==> src/rtl/powlib_unpack_if.sv <==
// Handshake bundle for powlib_unpack: wide-word write side and narrow-beat read side.
// The slave modport is the unpacker itself; master is its environment.
interface powlib_unpack_if #(
   parameter int W = 16,
   parameter int M = 4
);
   logic [W*M-1:0] wrdata;
   logic           wrvld;
   logic           wrrdy;
   logic [W-1:0]   rddata;
   logic           rdvld;
   logic           rdrdy;

   modport master (
      output wrdata, wrvld, rdrdy,
      input  wrrdy, rddata, rdvld
   );

   modport slave (
      input  wrdata, wrvld, rdrdy,
      output wrrdy, rddata, rdvld
   );
endinterface

==> src/rtl/powlib_unpack.sv <==
// Width down-converter: splits each W*M-bit word into M W-bit beats, LSB beat first.
// Holds one word at a time and can take the next word on the cycle its last beat leaves.
module powlib_unpack #(
   parameter int W = 16,
   parameter int M = 4
) (
   input  logic            clk,
   input  logic            rst,
   powlib_unpack_if.slave  bus
);
   localparam int CW = ($clog2(M) > 1) ? $clog2(M) : 1;
   localparam logic [CW-1:0] LAST_BEAT = CW'(M - 1);

   localparam logic [0:0] ST_EMPTY  = 1'b0;
   localparam logic [0:0] ST_LOADED = 1'b1;

   logic [0:0]          state_q, state_d;
   logic [CW-1:0]       cnt_q, cnt_d;
   logic [M-1:0][W-1:0] hold_q, hold_d;

   logic last;
   logic wrinc;
   logic rdinc;

   assign last  = (cnt_q == LAST_BEAT);
   assign wrinc = bus.wrvld && bus.wrrdy;
   assign rdinc = bus.rdvld && bus.rdrdy;

   // rdvld comes straight from state; wrrdy may look at rdrdy to refill without a bubble.
   assign bus.rdvld  = (state_q == ST_LOADED);
   assign bus.wrrdy  = (state_q == ST_EMPTY) || (bus.rdrdy && last);
   assign bus.rddata = hold_q[cnt_q];

   // NOTE: every always_comb output gets a default first, so no path can infer a latch.
   always_comb begin
      state_d = state_q;
      cnt_d   = cnt_q;
      hold_d  = hold_q;
      if (wrinc) begin
         hold_d  = bus.wrdata;
         cnt_d   = '0;
         state_d = ST_LOADED;
      end else if (rdinc) begin
         if (last) begin
            cnt_d   = '0;
            state_d = ST_EMPTY;
         end else begin
            cnt_d = cnt_q + CW'(1);
         end
      end
   end

   // NOTE: sequential state uses non-blocking assignments so all registers update together.
   always_ff @(posedge clk) begin
      if (rst) begin
         state_q <= ST_EMPTY;
         cnt_q   <= '0;
      end else begin
         state_q <= state_d;
         cnt_q   <= cnt_d;
      end
   end

   // NOTE: the data holding register is deliberately left out of reset; rdvld qualifies it.
   always_ff @(posedge clk) begin
      hold_q <= hold_d;
   end
endmodule

==> src/flat_wrapper.sv <==
// flat-port wrapper written by rule: the top's interface ports become plain ports
module powlib_unpack_flat 
#(
   parameter int W = 16,
   parameter int M = 4
)
  (clk, rst, bus_wrdata, bus_wrvld, bus_rdrdy, bus_wrrdy, bus_rddata, bus_rdvld);
  powlib_unpack_if #(.W(W), .M(M)) bus_i ();
  input  logic clk;
  input  logic rst;
  input wire logic [$bits(bus_i.wrdata)-1:0] bus_wrdata;
  input wire logic [$bits(bus_i.wrvld)-1:0] bus_wrvld;
  input wire logic [$bits(bus_i.rdrdy)-1:0] bus_rdrdy;
  output wire logic [$bits(bus_i.wrrdy)-1:0] bus_wrrdy;
  output wire logic [$bits(bus_i.rddata)-1:0] bus_rddata;
  output wire logic [$bits(bus_i.rdvld)-1:0] bus_rdvld;
  assign bus_i.wrdata = bus_wrdata;
  assign bus_i.wrvld = bus_wrvld;
  assign bus_i.rdrdy = bus_rdrdy;
  assign bus_wrrdy = bus_i.wrrdy;
  assign bus_rddata = bus_i.rddata;
  assign bus_rdvld = bus_i.rdvld;
  powlib_unpack #(.W(W), .M(M)) u_core (.clk(clk), .rst(rst), .bus(bus_i));
endmodule
==> config.mk <==
export PLATFORM = sky130hd
export DESIGN_NAME = powlib_unpack_flat
export DESIGN_NICKNAME = d
export VERILOG_FILES = /design/src/rtl/powlib_unpack_if.sv /design/src/rtl/powlib_unpack.sv /design/src/flat_wrapper.sv
export SDC_FILE = /design/constraint.sdc
export NUM_CORES = 1
export LEC_CHECK = 0
export ABC_AREA = 1
export CAP_MARGIN = 10
export CORE_MARGIN = 2
export CORE_UTILIZATION = 40
export CTS_BUF_LIST = sky130_fd_sc_hd__clkbuf_8
export DETAILED_ROUTE_END_ITERATION = 12
export PLACE_DENSITY = 0.76
export SLEW_MARGIN = 20
export SYNTH_ARGS = -nofsm -noshare
export SYNTH_HDL_FRONTEND = slang
export SYNTH_SLANG_ARGS = --single-unit
==> constraint.sdc <==
create_clock -name clk -period 4.85 [get_ports clk]
set_input_delay 0.485 -clock clk [delete_from_list [all_inputs] [get_ports clk]]
set_output_delay 0.485 -clock clk [all_outputs]
set_load 0.02 [all_outputs]
* After elaboration in Yosys (flattened, before gate mapping) *
Cells that the tools add are included.
W data, S select, Z words.

storage, ports and cells
  flip-flop bits (word level) = 67
  logic and storage cells = 24

cells by class
  add/sub/neg operators = 1
  $lt $le $gt $ge = 1
  eq/ne operators = 1
  multiplexer cells = 6
  bitwise gates (word level) = 1
  reduce and logical (&&, ||, !) cells = 8

operators with widths
  kind                   number
  $bmux W16 S2           1
  $mux W16               1
  $reduce_bool A2 Y1     2
  $logic_and A1 B1 Y1    3
  $lt A2 B3 Y1 const B   1
  $mux W1                3
  $add A2 B1 Y2 const B  1
  $eq A2 B2 Y1 const B   1
  $mux W2                1
  $reduce_and A2 Y1      1
  $reduce_or A2 Y1       1
  $logic_or A1 B1 Y1     1
  $not A1 Y1             1

* Longest topological paths before layout *
  word-level depth = 6
  gate-level depth with buffers = 6
  depth with buffers taken out = 6

* Worst setup path before layout *
No wires, ideal clock.

  path type = register to register
  start = reg u_core.cnt_q[0]
  end = reg u_core.hold_q[0] in the netlist's numbering, enable pin
  arrival = 2212 ps
  required time = 4432 ps
  slack = 2220 ps
  cell stages (with the launch flop) = 6
  path buffers = 0
  path through = dfxtp_1 -> ha_1 -> nand2_1 -> nand2_1 -> nand2_1 -> inv_1

on the way
  cells in the longest elaborated chain, start to end = 4

RTL lines
  element                   line                 source
  start: declaration        powlib_unpack.sv:18  logic [CW-1:0] cnt_q, cnt_d;
  start signal: assignment  powlib_unpack.sv:60  cnt_q <= cnt_d;
  $eq A2 B2 Y1              powlib_unpack.sv:25  assign last = (cnt_q == LAST_BEAT);
  $logic_and A1 B1 Y1       powlib_unpack.sv:31  assign bus.wrrdy = (state_q == ST_EMPTY) || (bus.rdrdy && last);
  $logic_or A1 B1 Y1        powlib_unpack.sv:31
  via bus_wrrdy             flat_wrapper.sv:14   output wire logic [$bits(bus_i.wrrdy)-1:0] bus_wrrdy;
  $logic_and A1 B1 Y1       powlib_unpack.sv:26  assign wrinc = bus.wrvld && bus.wrrdy;
  end signal: assignment    powlib_unpack.sv:66  hold_q <= hold_d;
  end: declaration          powlib_unpack.sv:19  logic [M-1:0][W-1:0] hold_q, hold_d;

The timed path passes the listed nets, and every way through them passes these cells.
A chain may end at the register's enable or synchronous reset.

* Worst setup path after layout *
  start = reg u_core.cnt_q[0]
  end = out bus_rddata[13]

on the way
  cells in the longest elaborated chain, start to end = 2

RTL lines
  element                         line                 source
  $bmux W16 S2                    powlib_unpack.sv:32  assign bus.rddata = hold_q[cnt_q];
  $mux W16 (not written as such)  powlib_unpack.sv:32
  end: declaration                flat_wrapper.sv:15   output wire logic [$bits(bus_i.rddata)-1:0] bus_rddata;

Every way passes these cells. The select of a mux whose other input is x is not followed.

==> metrics.md <==
| Metric | Value |
|---|---|
| Final RePlAce weighted congestion | 0.833 |
| Setup Fix Bufs, Post-CTS | 0 |
| Worst Reg-to-Reg Cells | 6 |
| Setup total negative slack | 0 ns |
| Maximum vdd drop | 0.000180 V |
| Root Driver | clkbuf_8 |
| Top-area cell type share of the netlist area | 68.7% |
| Min Tclk post-route | 3.32 ns |
| Finish-stage setup viols | 0 |
| FMAX | 0.301 GHz |
| Fin nets | 383 |
| Synth area leaders | edfxtp_1 69%, nand2_1 9.7%, o211ai_2 7.2%, inv_1 4.8%, o21ai_0 2.9% |
| Lkg Pwr | 1.53 nW |
| Total GRT Usage | 15.9% |
| Proportion of synthesized chip area in sequential cells | 70.8% |
| Setup ws final | 1.53 ns |
| Crit. End Element | primary output |
| Tcrit/Tclk final | 68.4% |
| Synth area leader | edfxtp_1 |
| Most common cell in the netlist | nand2_1 |
| End of the critical path | bus_rddata[13] |
| Hold Violations, Final | 0 |
| Die span in x | 87.6 microns |
| Layout cells sized above 1 | 9.75% |
| CP Launch Type | flop |
| Final design utilization | 56.6% |
| CTS HTree Levels | 3 |
| Drt wl/cell | 13.6 microns |
| FFs w/ async S/R, synth | 0% |
| Synth cell count leaders | 72 x nand2_1, 64 x edfxtp_1, 36 x inv_1 |
| Measured slew at the worst slew-check pin | 0.929 ns |
| I/O pins | 86 |
| Die Ht | 87.6 microns |
| CTS Buf Count | 9 |
| Die ar. | 7680 sq um |
| DR iter-0 viols | 135 |
| CTS Sinks | 67 |
| Critical Path RT | 4.37 ns |
| Fillcell total | 571 |
| R2r startpoint | u_core.cnt_q[0] |
| Initial antenna violation count | 0 |
| Routed Antenna Nets | 0 |
| CTS Hold Bufs | 0 |
| Synthesized cell area | 2800 sq um |
| Post-Syn Nets | 295 |
| Multi-input gate area | 593 sq um |
| Max-cap violations | 0 |
| First-pass GRT wire length | 8710 microns |
| Vias in the first global route | 1,859 |
| CTS tree | done |
| Resized cells post-CTS | 0 |
| Worst min path class | reg2reg |
| RSZ-0062 raised after global routing | no |
| CP arrival | 2.83 ns |
| Syn. warnings | 0 |
| Clock Skews | 0.00454 ns |
| R2r endpoint | u_core.hold_q[8] |
| Beginning of the critical path | u_core.cnt_q[0] |
| Initial Util | 41.2% |
| Total Wirelength | 5640 microns |
| DRC errors left | 0 |
| Reg clk slew, reported paths | 0.07 ns |
| Dpl hpwl | 4010 microns |
| Synth Register Bits | 67 |
| Detailed Routing Iterations Pass 1 | 4 |
| Max-slew headroom | 38.0% |
| Cells after synthesis | 226 |
| Register area | 1980 sq um |
| Post-synth EDFFs | 64 |
| R2R Setup Slk | 2.04 ns |
| Row Count | 30 |
| Synth unique cells | 15 |
| Largest net degree at the start of global routing | 37 |
| GR Overflow Total | 0 |
| Skew-Pair Late Insertion Delay | 0.34 ns |
| Pre-CTS WS | 1.86 ns |
| Crit path max fanout | 34 |
| Area growth syn-to-layout | 37.4% |
| Overall Power | 1.21 mW |
| Port bufs | 85 |
| Power density over the cells | 315 nW/um^2 |
| Max clock buf depth | 2 |
| ANT cells | 0 |
| Core ar. | 6790 sq um |
| Worst Path Class, Setup | reg2out |
| Outcome | finished clean |
| Synth Area per Inst | 12.4 sq um |
| Routed via count | 1,827 |
| Ys flop type | edfxtp_1 |
| Vias per inst | 4.41 |
| Fin. max-slew vios | 0 |
worst min-delay path by stage:
stage | startpoint | slack, ns | endpoint | cells past startpoint
CTS | u_core.bus.rdvld | 0.58 | u_core.bus.rdvld | 2
global placement | u_core.bus.rdvld | 0.56 | u_core.bus.rdvld | 2
finish | u_core.bus.rdvld | 0.57 | u_core.bus.rdvld | 2
global route | u_core.bus.rdvld | 0.62 | u_core.bus.rdvld | 2
detailed placement | u_core.bus.rdvld | 0.57 | u_core.bus.rdvld | 2
floorplan | rst | 0.55 | u_core.bus.rdvld | 1
through the flow:
stage / cell area [sq um] / hold slack [ns] / cells
after CTS: 3840 / 0.580 / 414
after global placement: 3700 / 0.562 / 399
after detailed placement: 3700 / 0.572 / 399
after global routing: 3840 / 0.621 / 414
after floorplan: 2800 / 0.554 / 226
final: 3840 / 0.570 / 414
cell families (layout without fill, tap and decap cells):
| kind of cell | Yosys count | after routing | synth area share, % |
|---|---|---|---|
| compound gates | 34 | 34 | 10.4 |
| fa+ha+maj | 1 | 1 | 0.447 |
| buf+inv | 47 | 139 | 7.96 |
| flops | 67 | 67 | 70.8 |
| simple gates | 77 | 77 | 10.4 |
registers in the layout, indices dropped and copies added (netlist names):
| register | flops |
|---|---|
| u_core.cnt_q | 2 |
| u_core.bus.rdvld | 1 |
| u_core.hold_q | 64 |
cell type report:
cell class              count  area share, %
repair buffers             86           22.3
clock buffers               9           3.22
multi-input cells         112           15.4
flip-flops and latches     67           51.5
well taps                  96           3.12
inverters                  38           3.71
clock inverters             6          0.651
power breakdown:
part	leakage (nW)	internal [mW]	switching, mW
registers	0.637	0.676	0.0135
clock network	0.0826	0.173	0.192
logic	0.806	0.0858	0.0709
total	1.53	0.936	0.276
metal layers:
metal	global-route usage, %	share of wire [%]
met5	0	0
met4	11.3	3.4
met3	3.30	4.5
met2	25.3	50
met1	19.2	42
layout by cell type (no fill, tap or decap):
master	synthesis	routed
o211ai_2	16	16
inv_2	2	3
o21ai_0	16	16
clkbuf_8	0	9
edfxtp_1	64	64
buf_4	2	1
nand3_1	1	1
a21oi_1	2	2
ha_1	1	1
nand2_1	72	72
clkinv_2	0	2
clkdlybuf4s50_1	0	85
dfxtp_1	3	3
nor2_1	4	4
clkinv_1	0	3
inv_1	36	36
critical path, stage by stage (launching register included):
cell and delay [ns]:
dfxtp_1 0.93, inv_2 0.54, nand2_1 0.21, o211ai_2 0.10, nand2_1 0.09, clkdlybuf4s50_1 0.60
Note: power is estimated with default switching activity, not from simulation.
==> edit (config.mk and constraints unchanged) <==
`M` is set to 4 in 3 places; all go to 8.
--- a/src/rtl/powlib_unpack_if.sv
+++ b/src/rtl/powlib_unpack_if.sv
@@ -3,5 +3,5 @@
 interface powlib_unpack_if #(
    parameter int W = 16,
-   parameter int M = 4
+   parameter int M = 8
 );
    logic [W*M-1:0] wrdata;
--- a/src/rtl/powlib_unpack.sv
+++ b/src/rtl/powlib_unpack.sv
@@ -3,5 +3,5 @@
 module powlib_unpack #(
    parameter int W = 16,
-   parameter int M = 4
+   parameter int M = 8
 ) (
    input  logic            clk,
--- a/src/flat_wrapper.sv
+++ b/src/flat_wrapper.sv
@@ -3,5 +3,5 @@
 #(
    parameter int W = 16,
-   parameter int M = 4
+   parameter int M = 8
 )
   (clk, rst, bus_wrdata, bus_wrvld, bus_rdrdy, bus_wrrdy, bus_rddata, bus_rdvld);
Interface: changed (resized bus_wrdata); port bits go from 86 to 150. No check against the original RTL was run, so the function may have changed too.
==> edit against the original RTL <==
  * Final area is 100% higher
  * Synthesized area rose by 110%
  * Wire length is 130% higher
  * Synthesized cell count rose to 2.6 times the old value
  * Core utilization is 2.7 points lower
  * Worst setup slack improved by 0.011 ns
  * Clock power is 120% higher
  * Die area rose by 100%
  * Sequential cell count increased by 65
  * Combinational power is 100% higher
  * Clock skew is 0.0034 ns higher
  * Sequential share of layout area shrank 0.80 points
  * Power increased by 100%
  * Highest routed layer unchanged
==> edit: results (changes against the original RTL) <==
.. list-table::
   :header-rows: 1

   * - Metric
     - Value
   * - Result of the run
     - finished, final reports clean
   * - Overall Global Routing Usage
     - 17.6% (+1.8 points)
   * - Amount of wire on met2 after detailed routing
     - 6.43 mm (+130%)
   * - Detailed-routed wire length on met3
     - 782 um (+210%)
   * - Detail-routed net length per standard cell
     - 14.1 um (+3.5%)
   * - Met3 capacity usage during global routing
     - 4.68% (+1.4 points)
   * - Largest cells by area after synthesis
     - edfxtp_1 66%, nand2_1 13%, inv_1 8.5%
   * - Sequential group power
     - 1.36 mW (+97%)
   * - Unique cell type count in the Yosys netlist
     - 17 (+2)
   * - Internal Dissipation
     - 1.88 mW (+100%)
   * - Cell count after placement
     - 894 (+120%)
   * - Switching power
     - 0.588 mW (+110%)
   * - Clock latency at the later pin of the worst-skew pair
     - 0.44 ns (+0.10 ns)
   * - Routed vias/inst
     - 4.43 (+0.30%)
   * - Met1 GRT Util
     - 22.5% (+3.3 points)
   * - Net count after synthesis
     - 715 (+140%)
   * - Portion of the post-synthesis area used by sequential elements
     - 67.4% (-3.5 points)
   * - Placement Cell Area
     - 0.00741 mm^2 (+100%)
   * - Source of the critical timing path
     - u_core.cnt_q[1]
   * - Synth Area in Adders
     - 0.430% (-0.017 points)
   * - Number of synthesized flops with an enable pin
     - 128 (+100%)
   * - Setup Skew
     - 0.00791 ns (+0.00337 ns)
   * - Final HPWL DP
     - 8.94 mm (+120%)
   * - Area fraction in compound gates after synthesis
     - 0.344% (-10 points)
   * - Least-Margin Pin Slew
     - 0.795 ns (-0.134 ns)
   * - CTS buffer count
     - 17 (+8)
   * - Met2 track utilization from global routing
     - 28.8% (+3.5 points)
   * - Max reg flops
     - 128 (+100%)
   * - Top post-synthesis cells by count
     - 205 x nand2_1, 132 x inv_1, 128 x edfxtp_1
   * - CP max stage cell
     - dfxtp_2
   * - Ratio of cells with drive above 1 in the final layout
     - 6.08% (-3.7 points)
   * - Met1 wire length
     - 5.56 mm (+130%)
## edit: cell count changes in the layout (fill, tap and decap cells not counted), sizes merged, moves of 5 or more
cell | before | now
clkbuf | 9 | 17
clkdlybuf4s50 | 85 | 149
clkinvlp | 0 | 5
edfxtp | 64 | 128
inv | 39 | 136
nand2 | 72 | 215
nand3 | 1 | 64
o211ai | 16 | 0
o21ai | 16 | 2
## edit: layout make-up
type / count / area, um^2 / share of cell area, %
sequential: 132 / 3930 / 50.7
timing repair buffer: 153 / 1520 / 19.7
multi-input combinational: 290 / 1220 / 15.7
inverter: 135 / 512 / 6.61
clock buffer: 17 / 234 / 3.02
tap: 184 / 230 / 2.98
clock inverter: 13 / 96.3 / 1.25
## edit: worst paths after layout
check / slack (ns) / end / depth (start not counted)
min reg2reg: 0.55 / u_core.bus.rdvld / 2
max reg2reg: 1.59 / u_core.hold_q[14] / 8
min: 0.55 / u_core.bus.rdvld / 2
max: 1.54 / bus_rddata[7] / 6
